`src/rtl/muldiv_if.sv`:
```
// muldiv_if -- request/response bundle between the EX stage and muldiv_unit.
//   master : EX stage / pipeline control (drives request, flush, resp_ready)
//   slave  : muldiv_unit (drives req_ready, resp_valid, result)
`ifndef WIDTH
`define WIDTH 32
`endif

interface muldiv_if;
    logic               req_valid;
    logic               req_ready;
    logic [1:0]         req_op;
    logic [`WIDTH-1:0]  op1;
    logic [`WIDTH-1:0]  op2;
    logic               flush;
    logic               resp_valid;
    logic               resp_ready;
    logic [`WIDTH-1:0]  result;

    modport master (
        output req_valid, req_op, op1, op2, flush, resp_ready,
        input  req_ready, resp_valid, result
    );

    modport slave (
        input  req_valid, req_op, op1, op2, flush, resp_ready,
        output req_ready, resp_valid, result
    );
endinterface

```
`src/rtl/muldiv_unit.sv`:
```
// muldiv_unit -- iterative signed multiply / divide, one bit per clock.
//   clock, reset : rising-edge clock, asynchronous active-high reset
//   bus (slave)  : req_valid/req_ready/req_op/op1/op2 request,
//                  flush abort, resp_valid/resp_ready/result response
// Ops: 00 MUL low word, 01 MULH signed high word, 10 DIV, 11 REM.
// Both multiply and divide run on operand magnitudes; the sign is applied
// once on the final iteration.
`ifndef WIDTH
`define WIDTH 32
`endif

module muldiv_unit (
    input  logic      clock,
    input  logic      reset,
    muldiv_if.slave   bus
);
    localparam int W  = `WIDTH;
    localparam int CW = $clog2(W);
    localparam logic [W-1:0] MIN_INT = {1'b1, {(W-1){1'b0}}};

    typedef enum logic [1:0] {IDLE, BUSY, DONE} state_t;
    state_t state, state_n;

    logic [W:0]    hi_q;   // mul: upper partial product + carry; div: partial remainder
    logic [W-1:0]  lo_q;   // mul: multiplier / low product; div: dividend -> quotient
    logic [W-1:0]  d_q;    // mul: multiplicand magnitude; div: divisor magnitude
    logic [1:0]    op_q;
    logic          neg_q;  // signs differ: negate product / quotient
    logic          sgn_q;  // dividend sign: negate remainder
    logic [W-1:0]  res_q;
    logic [CW-1:0] cnt;

    logic          accept, special, last;
    logic [W-1:0]  mag1, mag2, spec_res;

    assign accept  = bus.req_valid && (state == IDLE) && !bus.flush;
    assign mag1    = bus.op1[W-1] ? -bus.op1 : bus.op1;
    assign mag2    = bus.op2[W-1] ? -bus.op2 : bus.op2;
    // Divide by zero and MIN/-1 bypass the iteration entirely.
    assign special = bus.req_op[1] &&
                     ((bus.op2 == '0) || (bus.op1 == MIN_INT && bus.op2 == '1));
    assign spec_res = (bus.op2 == '0) ? (bus.req_op[0] ? bus.op1 : '1)
                                      : (bus.req_op[0] ? '0 : MIN_INT);
    assign last    = (cnt == CW'(W-1));

    // One iteration step plus the signed result it would produce if final.
    logic [W:0]     sum, shl, diff, hi_n;
    logic [W-1:0]   lo_n, quo, rem, fin;
    logic [2*W-1:0] prod;

    always_comb begin
        sum  = {1'b0, hi_q[W-1:0]} + (lo_q[0] ? {1'b0, d_q} : '0);
        shl  = {hi_q[W-1:0], lo_q[W-1]};
        diff = shl - {1'b0, d_q};
        if (op_q[1]) begin
            // Restoring divide: bit W of diff is the borrow (shl < divisor).
            hi_n = diff[W] ? shl : diff;
            lo_n = {lo_q[W-2:0], ~diff[W]};
        end else begin
            hi_n = {1'b0, sum[W:1]};
            lo_n = {sum[0], lo_q[W-1:1]};
        end
        prod = {hi_n[W-1:0], lo_n};
        if (neg_q) prod = -prod;
        quo  = neg_q ? -lo_n : lo_n;
        rem  = sgn_q ? -hi_n[W-1:0] : hi_n[W-1:0];
        case (op_q)
            2'b00:   fin = prod[W-1:0];
            2'b01:   fin = prod[2*W-1:W];
            2'b10:   fin = quo;
            default: fin = rem;
        endcase
    end

    // State register
    always_ff @(posedge clock or posedge reset) begin
        if (reset) state <= IDLE;
        else       state <= state_n;
    end

    // Next state; flush overrides everything
    always_comb begin
        state_n = state;
        case (state)
            IDLE: if (accept)         state_n = special ? DONE : BUSY;
            BUSY: if (last)           state_n = DONE;
            DONE: if (bus.resp_ready) state_n = IDLE;
            default:                  state_n = IDLE;
        endcase
        if (bus.flush) state_n = IDLE;
    end

    // Outputs
    always_comb begin
        bus.req_ready  = (state == IDLE);
        bus.resp_valid = (state == DONE);
        bus.result     = (state == DONE) ? res_q : '0;
    end

    // Datapath
    always_ff @(posedge clock or posedge reset) begin
        if (reset) begin
            hi_q  <= '0;
            lo_q  <= '0;
            d_q   <= '0;
            op_q  <= '0;
            neg_q <= 1'b0;
            sgn_q <= 1'b0;
            res_q <= '0;
            cnt   <= '0;
        end else if (accept) begin
            op_q  <= bus.req_op;
            hi_q  <= '0;
            d_q   <= bus.req_op[1] ? mag2 : mag1;
            lo_q  <= bus.req_op[1] ? mag1 : mag2;
            neg_q <= bus.op1[W-1] ^ bus.op2[W-1];
            sgn_q <= bus.op1[W-1];
            cnt   <= '0;
            if (special) res_q <= spec_res;
        end else if (state == BUSY && !bus.flush) begin
            hi_q <= hi_n;
            lo_q <= lo_n;
            cnt  <= cnt + CW'(1);
            if (last) res_q <= fin;
        end
    end
endmodule
```
`src/flat_wrapper.sv`:
```
// flat-port wrapper written by rule: the top's interface ports become plain ports
module muldiv_unit_flat 
  (clock, reset, bus_req_valid, bus_req_op, bus_op1, bus_op2, bus_flush, bus_resp_ready, bus_req_ready, bus_resp_valid, bus_result);
  muldiv_if bus_i ();
  input  logic clock;
  input  logic reset;
  input wire logic [$bits(bus_i.req_valid)-1:0] bus_req_valid;
  input wire logic [$bits(bus_i.req_op)-1:0] bus_req_op;
  input wire logic [$bits(bus_i.op1)-1:0] bus_op1;
  input wire logic [$bits(bus_i.op2)-1:0] bus_op2;
  input wire logic [$bits(bus_i.flush)-1:0] bus_flush;
  input wire logic [$bits(bus_i.resp_ready)-1:0] bus_resp_ready;
  output wire logic [$bits(bus_i.req_ready)-1:0] bus_req_ready;
  output wire logic [$bits(bus_i.resp_valid)-1:0] bus_resp_valid;
  output wire logic [$bits(bus_i.result)-1:0] bus_result;
  assign bus_i.req_valid = bus_req_valid;
  assign bus_i.req_op = bus_req_op;
  assign bus_i.op1 = bus_op1;
  assign bus_i.op2 = bus_op2;
  assign bus_i.flush = bus_flush;
  assign bus_i.resp_ready = bus_resp_ready;
  assign bus_req_ready = bus_i.req_ready;
  assign bus_resp_valid = bus_i.resp_valid;
  assign bus_result = bus_i.result;
  muldiv_unit u_core (.clock(clock), .reset(reset), .bus(bus_i));
endmodule
```
`config.mk`:
```
export PLATFORM = sky130hd
export DESIGN_NAME = muldiv_unit_flat
export DESIGN_NICKNAME = d
export VERILOG_FILES = /design/src/rtl/muldiv_if.sv /design/src/rtl/muldiv_unit.sv /design/src/flat_wrapper.sv
export SDC_FILE = /design/constraint.sdc
export NUM_CORES = 1
export LEC_CHECK = 0
export BUFFER_PORTS_ARGS = -buffer_cell sky130_fd_sc_hd__buf_2
export CAP_MARGIN = 20
export CORE_AREA = 2 2 305 216
export DETAILED_ROUTE_END_ITERATION = 6
export DIE_AREA = 0 0 307 218
export PLACE_DENSITY = 0.42
export SLEW_MARGIN = 20
export SYNTH_ARGS = -nofsm -noshare
export SYNTH_HDL_FRONTEND = slang
export SYNTH_SLANG_ARGS = --single-unit
```
`constraint.sdc`:
```
create_clock -name clock -period 6 [get_ports clock]
set_input_delay 0.6 -clock clock [delete_from_list [all_inputs] [get_ports clock]]
set_output_delay 0.6 -clock clock [all_outputs]
set_load 0.05 [all_outputs]
```
==> reports/results.txt, run 1 <==
Setup Skew: 10.1 ps
CTS Root Cell: clkbuf_16
RSZ-0062 raised after global routing: no
DIE AREA: 66900 µm²
Chip Height: 218 µm
Multi-input logic area: 11600 µm²
Wire per inst: 22.6 µm
Critical path class: flop to flop
FF/Latch Area: 3480 µm²
CTS hold repair buffers: 0
Critical Path Sink Type: flop
Final worst path period share: 94.6%
Synth Warn #: 0
Design Power: 9.18 mW
Mapped Area: 15900 µm²
Initial DRC count: 1794
Max incr delay on CP: 730 ps
Fin. max-slew vios: 0
Max Cap Viol: 0
Worst EP arrival: 6010 ps
Critical Path Source Type: flop
GRT overflow: 0
Rows: 78
Gr usage total: 20.4%
Vias: 17000
Clk buf depth: 2
CTS buffer count: 17
TritonRoute pass-1 iters: 6
CP delay by family, top: compound AO/OA/AOI/OAI gates
Final min period: 5670 ps
GP Congestion: 0.986
First-pass GRT wire length: 103 mm
Status: complete, no violations
Post-route DRC: 0
P&R area growth vs syn: 14.3%
Overall die width: 307 µm
Initial core utilization: 24.7%
Fillers: 7135
Port bufs: 104
Net count reported at finish: 2385
Core footprint: 64200 µm²
Buf/Inv on CP: 2
Cell Chain, Critical Path: buf_4, buf_4, and2_1, ha_1, nand2_1, o21ai_0, a211oi_1, a211o_1, nor2b_1, mux2_2, a311oi_1, or4_1, or4b_1, o31ai_1, xnor2_1, a221oi_2, o21ai_1
Drt total wl: 69.8 mm
Post-place setup slack: -131 ps
Netlist cell types: 98
Vias in the first global route: 15500
Static Leakage: 7.50 nW
CTS tree: yes
Worst vdd ir: 0.276 mV
CTS H-tree depth: 4
Avg Cell Area, Syn: 7.36 µm²
Clk_lat worst skew: 460 ps
Worst Hold Class: primary input to async pin
Sink Count: 139
Fmax: 176 MHz
Final setup viols: 0
Post-synth EDFFs: 0
Fin. Hold Viols: 0
IO Pins: 105
Synthesized flop and latch total: 139
Crit-path max FO: 20
N_diodes: 0
Via/cell ratio: 5.50
CP Data Required Time: 6340 ps
Worst-Margin Slew: 1230 ps
Synth Instances: 2158
Layout cells sized above 1: 12.6%
Synthesized Nets: 2302
Slew HR: 16.5%
Initial antenna violation count: 5
Most used cell along the critical path: buf_4
Reg clk slew, reported paths: 60 ps
Largest net degree at the start of global routing: 88
Critical-path top delay cell: o21ai_0
Sequential share of the synthesized area: 21.9%
Power Dens Cells: 506 nW/µm²
HPWL after detailed placement: 55.3 mm
Fin worst setup slack: 327 ps
Top FF cell, synth: dfrtp_1
Async set-or-reset flop fraction in the synthesized netlist: 100%
Antenna Nets Post-Route: 0
stage by stage:
stage | std cells | utilization, % | cell area [µm²] | hold WS (ps) | setup TNS [ps]
floorplan | 2158 | - | 15900 | 430 | 0
global placement | 3062 | 27.4 | 17600 | 456 | 0
detailed placement | 3062 | 27.4 | 17600 | 462 | -227
CTS | 3091 | 28.2 | 18100 | 362 | 0
global route | 3091 | 28.3 | 18100 | 381 | 0
finish | 3091 | 28.3 | 18100 | 295 | 0
cell families (layout without fill, tap and decap cells):
kind of cell	after synthesis	in the layout	synth area share, %
AOI/OAI and AO/OA	743	743	30.1
xor gates and xnor gates	175	175	9.65
adders and majority gates	73	73	5.85
buffers and inverters	195	288	5.45
DFF	139	139	21.9
muxes	61	61	3.89
and+or+nand+nor	772	772	23.1
area by class of cell:
cell class | count | share of cell area, %
multi-input combinational | 1824 | 64.0
sequential | 139 | 19.2
timing repair buffer | 196 | 6.90
tap | 840 | 5.79
clock buffer | 26 | 2.70
inverter | 63 | 1.33
clock inverter | 3 | 0.0827
cells in the mapped netlist (all sizes together) (24+ instances only):
library cell / count / area (µm²)
nand3: 30 / 150
nor3: 53 / 270
nand2: 299 / 1120
xor2: 63 / 552
o21ai: 262 / 1310
dfrtp: 139 / 3480
a21o: 24 / 183
ha: 71 / 888
nor2: 160 / 603
mux2i: 55 / 551
nand4: 31 / 194
a21oi: 159 / 807
o211ai: 68 / 515
o31ai: 31 / 238
inv: 62 / 233
buf: 27 / 154
clkbuf: 103 / 457
a31oi: 24 / 150
xnor2: 112 / 981
and2: 74 / 465
final timing paths:
path                                     to  cells past startpoint  slack, ps             start
hold reg to reg            u_core.res_q[20]                      2        470  u_core.res_q[20]
setup / recovery           u_core.res_q[28]                     17        330    u_core.lo_q[0]
hold / removal              u_core.res_q[4]                      2        300             reset
min in group clock          u_core.state[1]                      4        380    bus_resp_ready
setup reg to reg           u_core.res_q[28]                     17        330    u_core.lo_q[0]
max in group asynchronous    u_core.op_q[1]                      3       4230             reset
sequential cells by signal, indices dropped and copies added, names as in the netlist:
name          cells
u_core.d_q       32
u_core.hi_q      32
u_core.lo_q      32
u_core.res_q     32
u_core.cnt        5
u_core.op_q       2
u_core.state      2
u_core.neg_q      1
u_core.sgn_q      1
worst register-to-register path, delay by kind of cell, from the launching register on:
family | cells | cell delay (ps)
compound gates | 7 | 2270
xor+xnor | 1 | 120
fa+ha+maj | 1 | 400
buf+inv | 2 | 460
flops | 1 | 400
mux | 1 | 260
simple gates | 5 | 1650
cell usage in the layout (no fill, tap or decap), types with 8 or more instances in the layout:
| cell | synthesis | final |
|---|---|---|
| clkbuf_16 | 0 | 17 |
| a22o_1 | 17 | 17 |
| o211ai_1 | 67 | 67 |
| xnor2_1 | 112 | 112 |
| a211oi_1 | 13 | 13 |
| o31ai_1 | 30 | 30 |
| or3_1 | 18 | 18 |
| o21a_1 | 15 | 15 |
| nand3_1 | 30 | 30 |
| ha_1 | 71 | 70 |
| inv_1 | 62 | 61 |
| a221oi_1 | 20 | 19 |
| a21oi_1 | 156 | 155 |
| o41ai_1 | 12 | 12 |
| buf_2 | 9 | 103 |
| a211o_1 | 8 | 8 |
| buf_4 | 3 | 90 |
| nand2_1 | 298 | 297 |
| mux2i_1 | 55 | 55 |
| or4_1 | 14 | 13 |
| nor3_1 | 52 | 51 |
| nor4_1 | 12 | 11 |
| nor2b_1 | 16 | 15 |
| nor2_1 | 159 | 156 |
| a31oi_1 | 24 | 24 |
| o221ai_1 | 10 | 10 |
| xor2_1 | 63 | 63 |
| o21bai_1 | 8 | 8 |
| nand2b_1 | 21 | 21 |
| and2_1 | 71 | 71 |
| or2_2 | 9 | 9 |
| a21o_1 | 22 | 22 |
| o21ai_0 | 258 | 258 |
| nand4_1 | 31 | 31 |
| dfrtp_1 | 139 | 138 |
layer usage:
metal	share of wire (%)	vias to the layer above	GRT usage [%]	routed length [µm]
li1	-	8031	-	-
met1	52	8300	32.0	36100
met2	38	598	27.0	26700
met3	8.4	59	5.52	5860
met4	1.6	0	4.26	1130
met5	0	-	0	0
power by group:
group	total (mW)	internal [mW]	switching [mW]
Clock	1.01	0.552	0.456
Combinational	6.59	2.42	4.17
Sequential	1.58	1.24	0.339
what timing repair did:
item	CTS	global route
setup endpoints to repair	4	12
resized for setup	1	10
pin swaps	0	4
buffers inserted	0	0
Note: power is estimated with default switching activity, not from simulation.
==> run 2, diff against run 1 <==
- CTS_BUF_LIST: unset -> sky130_fd_sc_hd__clkbuf_4 sky130_fd_sc_hd__clkbuf_8
==> reports/results.txt, run 2 (synthesis results as in run 1) <==
Status: finished, violations left
Failing checks: design-rule violations
Initial core utilization: 24.7% (unchanged)
Fin. max-slew vios: 0 (unchanged)
Vias in the first global route: 15500 (-0.058%)
Worst Hold Class: primary input to async pin
CTS buffer count: 17 (unchanged)
Register share of total power: 17.6% (+0.4 points)
Fin. Hold Viols: 0 (unchanged)
CTS Root Cell: clkbuf_8
Rows: 78 (unchanged)
Cell Chain, Critical Path: buf_4, buf_4, and2_1, ha_1, nand2_1, o21ai_0, a211oi_1, a211o_1, nor2b_1, mux2_2, a311oi_1, or4_1, or4b_1, o31ai_1, xnor2_1, a221oi_2, o21ai_1
TritonRoute pass-1 iters: 7 (+1)
Initial DRC count: 1796 (+0.11%)
CTS tree: yes
Most frequent cells in the layout: 297 x nand2_1, 258 x o21ai_0, 156 x nor2_1, 155 x a21oi_1, 138 x dfrtp_1
HPWL after detailed placement: 55.3 mm (unchanged)
Final worst path period share: 94.3% (-0.30 points)
Reg clk slew, reported paths: 80 ps (+20 ps)
Combinational power share: 73.9% (+2.1 points)
Commonest non-fill, non-tap cell in the layout: nand2_1
Worst-Margin Slew: 1160 ps (-71.3 ps)
Final setup viols: 0 (unchanged)
Max Cap Viol: 0 (unchanged)
Static Leakage: 7.43 nW (-0.89%)
Critical Path Source Type: flop
Final min period: 5660 ps (-17.9 ps)
Dpl cell area: 17600 µm² (unchanged)
GP Congestion: 0.986 (unchanged)
Port bufs: 104 (unchanged)
Initial antenna violation count: 3 (-2)
CTS H-tree depth: 4 (unchanged)
Multi-input logic area: 11600 µm² (unchanged)
FF/Latch Area: 3480 µm² (unchanged)
Clk buf depth: 2 (unchanged)
Sink Count: 139 (unchanged)
DP Cell Count: 3062 (unchanged)
Final core occ: 28.0% (-0.26 points)
Core footprint: 64200 µm² (unchanged)
Drt total wl: 69.8 mm (about the same)
Overall die width: 307 µm (unchanged)
GRT overflow: 0 (unchanged)
First-pass GRT wire length: 103 mm (-0.12%)
Finished Cell Area: 18000 µm² (-0.93%)
Largest net degree at the start of global routing: 88 (unchanged)
Sw power: 4.93 mW (-0.71%)
Wire per inst: 22.6 µm (about the same)
Layout Cells excl Fill: 3091 (unchanged)
Net count reported at finish: 2385 (unchanged)
Switching share of power: 55.2% (+1.1 points)
N_diodes: 0 (unchanged)
Worst hold slack: 246 ps (-49.1 ps)
Critical-path top delay cell: o21ai_0
Gr usage total: 20.4% (-0.052 points)
IO Pins: 105 (unchanged)
Total setup buffers inserted after CTS: 0 (unchanged)
Via/cell ratio: 5.53 (+0.55%)
Worst vdd ir: 0.295 mV (+6.9%)
Layout cells sized above 1: 12.8% (+0.27 points)
Critical path class: flop to flop
Setup Skew: 18.4 ps (+8.25 ps)
Slew HR: 21.4% (+4.8 points)
Clock power frac: 8.5% (-2.5 points)
CP Data Required Time: 6390 ps (+50 ps)
Fmax: 177 MHz (+0.32%)
Critical Path Sink Type: flop
Worst EP arrival: 6040 ps (+30 ps)
Power Dens Cells: 497 nW/µm² (-1.8%)
Fillers: 7155 (+0.28%)
DIE AREA: 66900 µm² (unchanged)
RSZ-0062 raised after global routing: no
Vias: 17100 (+0.55%)
P&R area growth vs syn: 13.2%
Int Power: 4.00 mW (-5.2%)
Antenna Nets Post-Route: 0 (unchanged)
Crit-path max FO: 20 (unchanged)
Chip Height: 218 µm (unchanged)
Clk_lat worst skew: 510 ps (+50 ps)
Max incr delay on CP: 730 ps (about the same)
Most used cell along the critical path: buf_4
Post-route DRC: 3 (+3)
Design Power: 8.93 mW (-2.8%)
run 2: power groups by stage:
stage               combinational [mW]  sequential, mW  clock, mW
floorplan                         4.30            1.46          0
global placement                  6.43            1.57          0
detailed placement                6.40            1.59          0
CTS                               6.45            1.57      0.776
global route                      7.15            1.62      0.814
finish                            6.59            1.58      0.759
run 2: final cells by class:
class	count	area share, %
clock inverters	3	0.0835
multi-input cells	1824	64.6
clock buffers	26	1.78
repair buffers	196	6.96
well taps	840	5.85
inverters	63	1.34
flip-flops and latches	139	19.4
run 2: path summary, 6_finish.rpt:
| check | end | slack (ps) | depth (start not counted) | startpoint |
|---|---|---|---|---|
| worst max-delay path | u_core.res_q[28] | 340 | 17 | u_core.lo_q[0] |
| worst min-delay path | u_core.res_q[4] | 250 | 2 | reset |
| worst max register to register | u_core.res_q[28] | 340 | 17 | u_core.lo_q[0] |
| worst min register to register | u_core.res_q[7] | 480 | 2 | u_core.res_q[7] |
| max in group asynchronous | u_core.op_q[1] | 4270 | 3 | reset |
| min in group clock | u_core.state[1] | 330 | 4 | bus_resp_ready |
run 2: what timing repair did:
action                     4_1_cts  5_1_grt
gates resized for setup          1       10
cloned                           0        0
setup endpoints to repair        4       12
hold buffers                     0        0
pin swaps                        0        4
run 2: metrics by stage:
step | setup slack, ps | setup TNS [ps]
after global routing | 43.3 | 0
after global placement | 119 | 0
final | 345 | 0
after floorplan | 314 | 0
after detailed placement | -131 | -227
after CTS | 0.671 | 0
run 2: layer usage:
layer	share of wire, %	track usage, %
met5	0	0
met4	1.5	3.71
met3	8.7	5.55
met2	38	27.0
met1	51	32.0
run 2: worst max-delay path, delay by kind of cell (launching register included):
family / cells / cell delay, ps
buffers and inverters: 2 / 440
AND/OR/NAND/NOR: 5 / 1650
adder cells (fa/ha/maj): 1 / 380
multiplexers: 1 / 260
flip-flops: 1 / 410
XOR/XNOR: 1 / 120
AO/OA/AOI/OAI: 7 / 2240
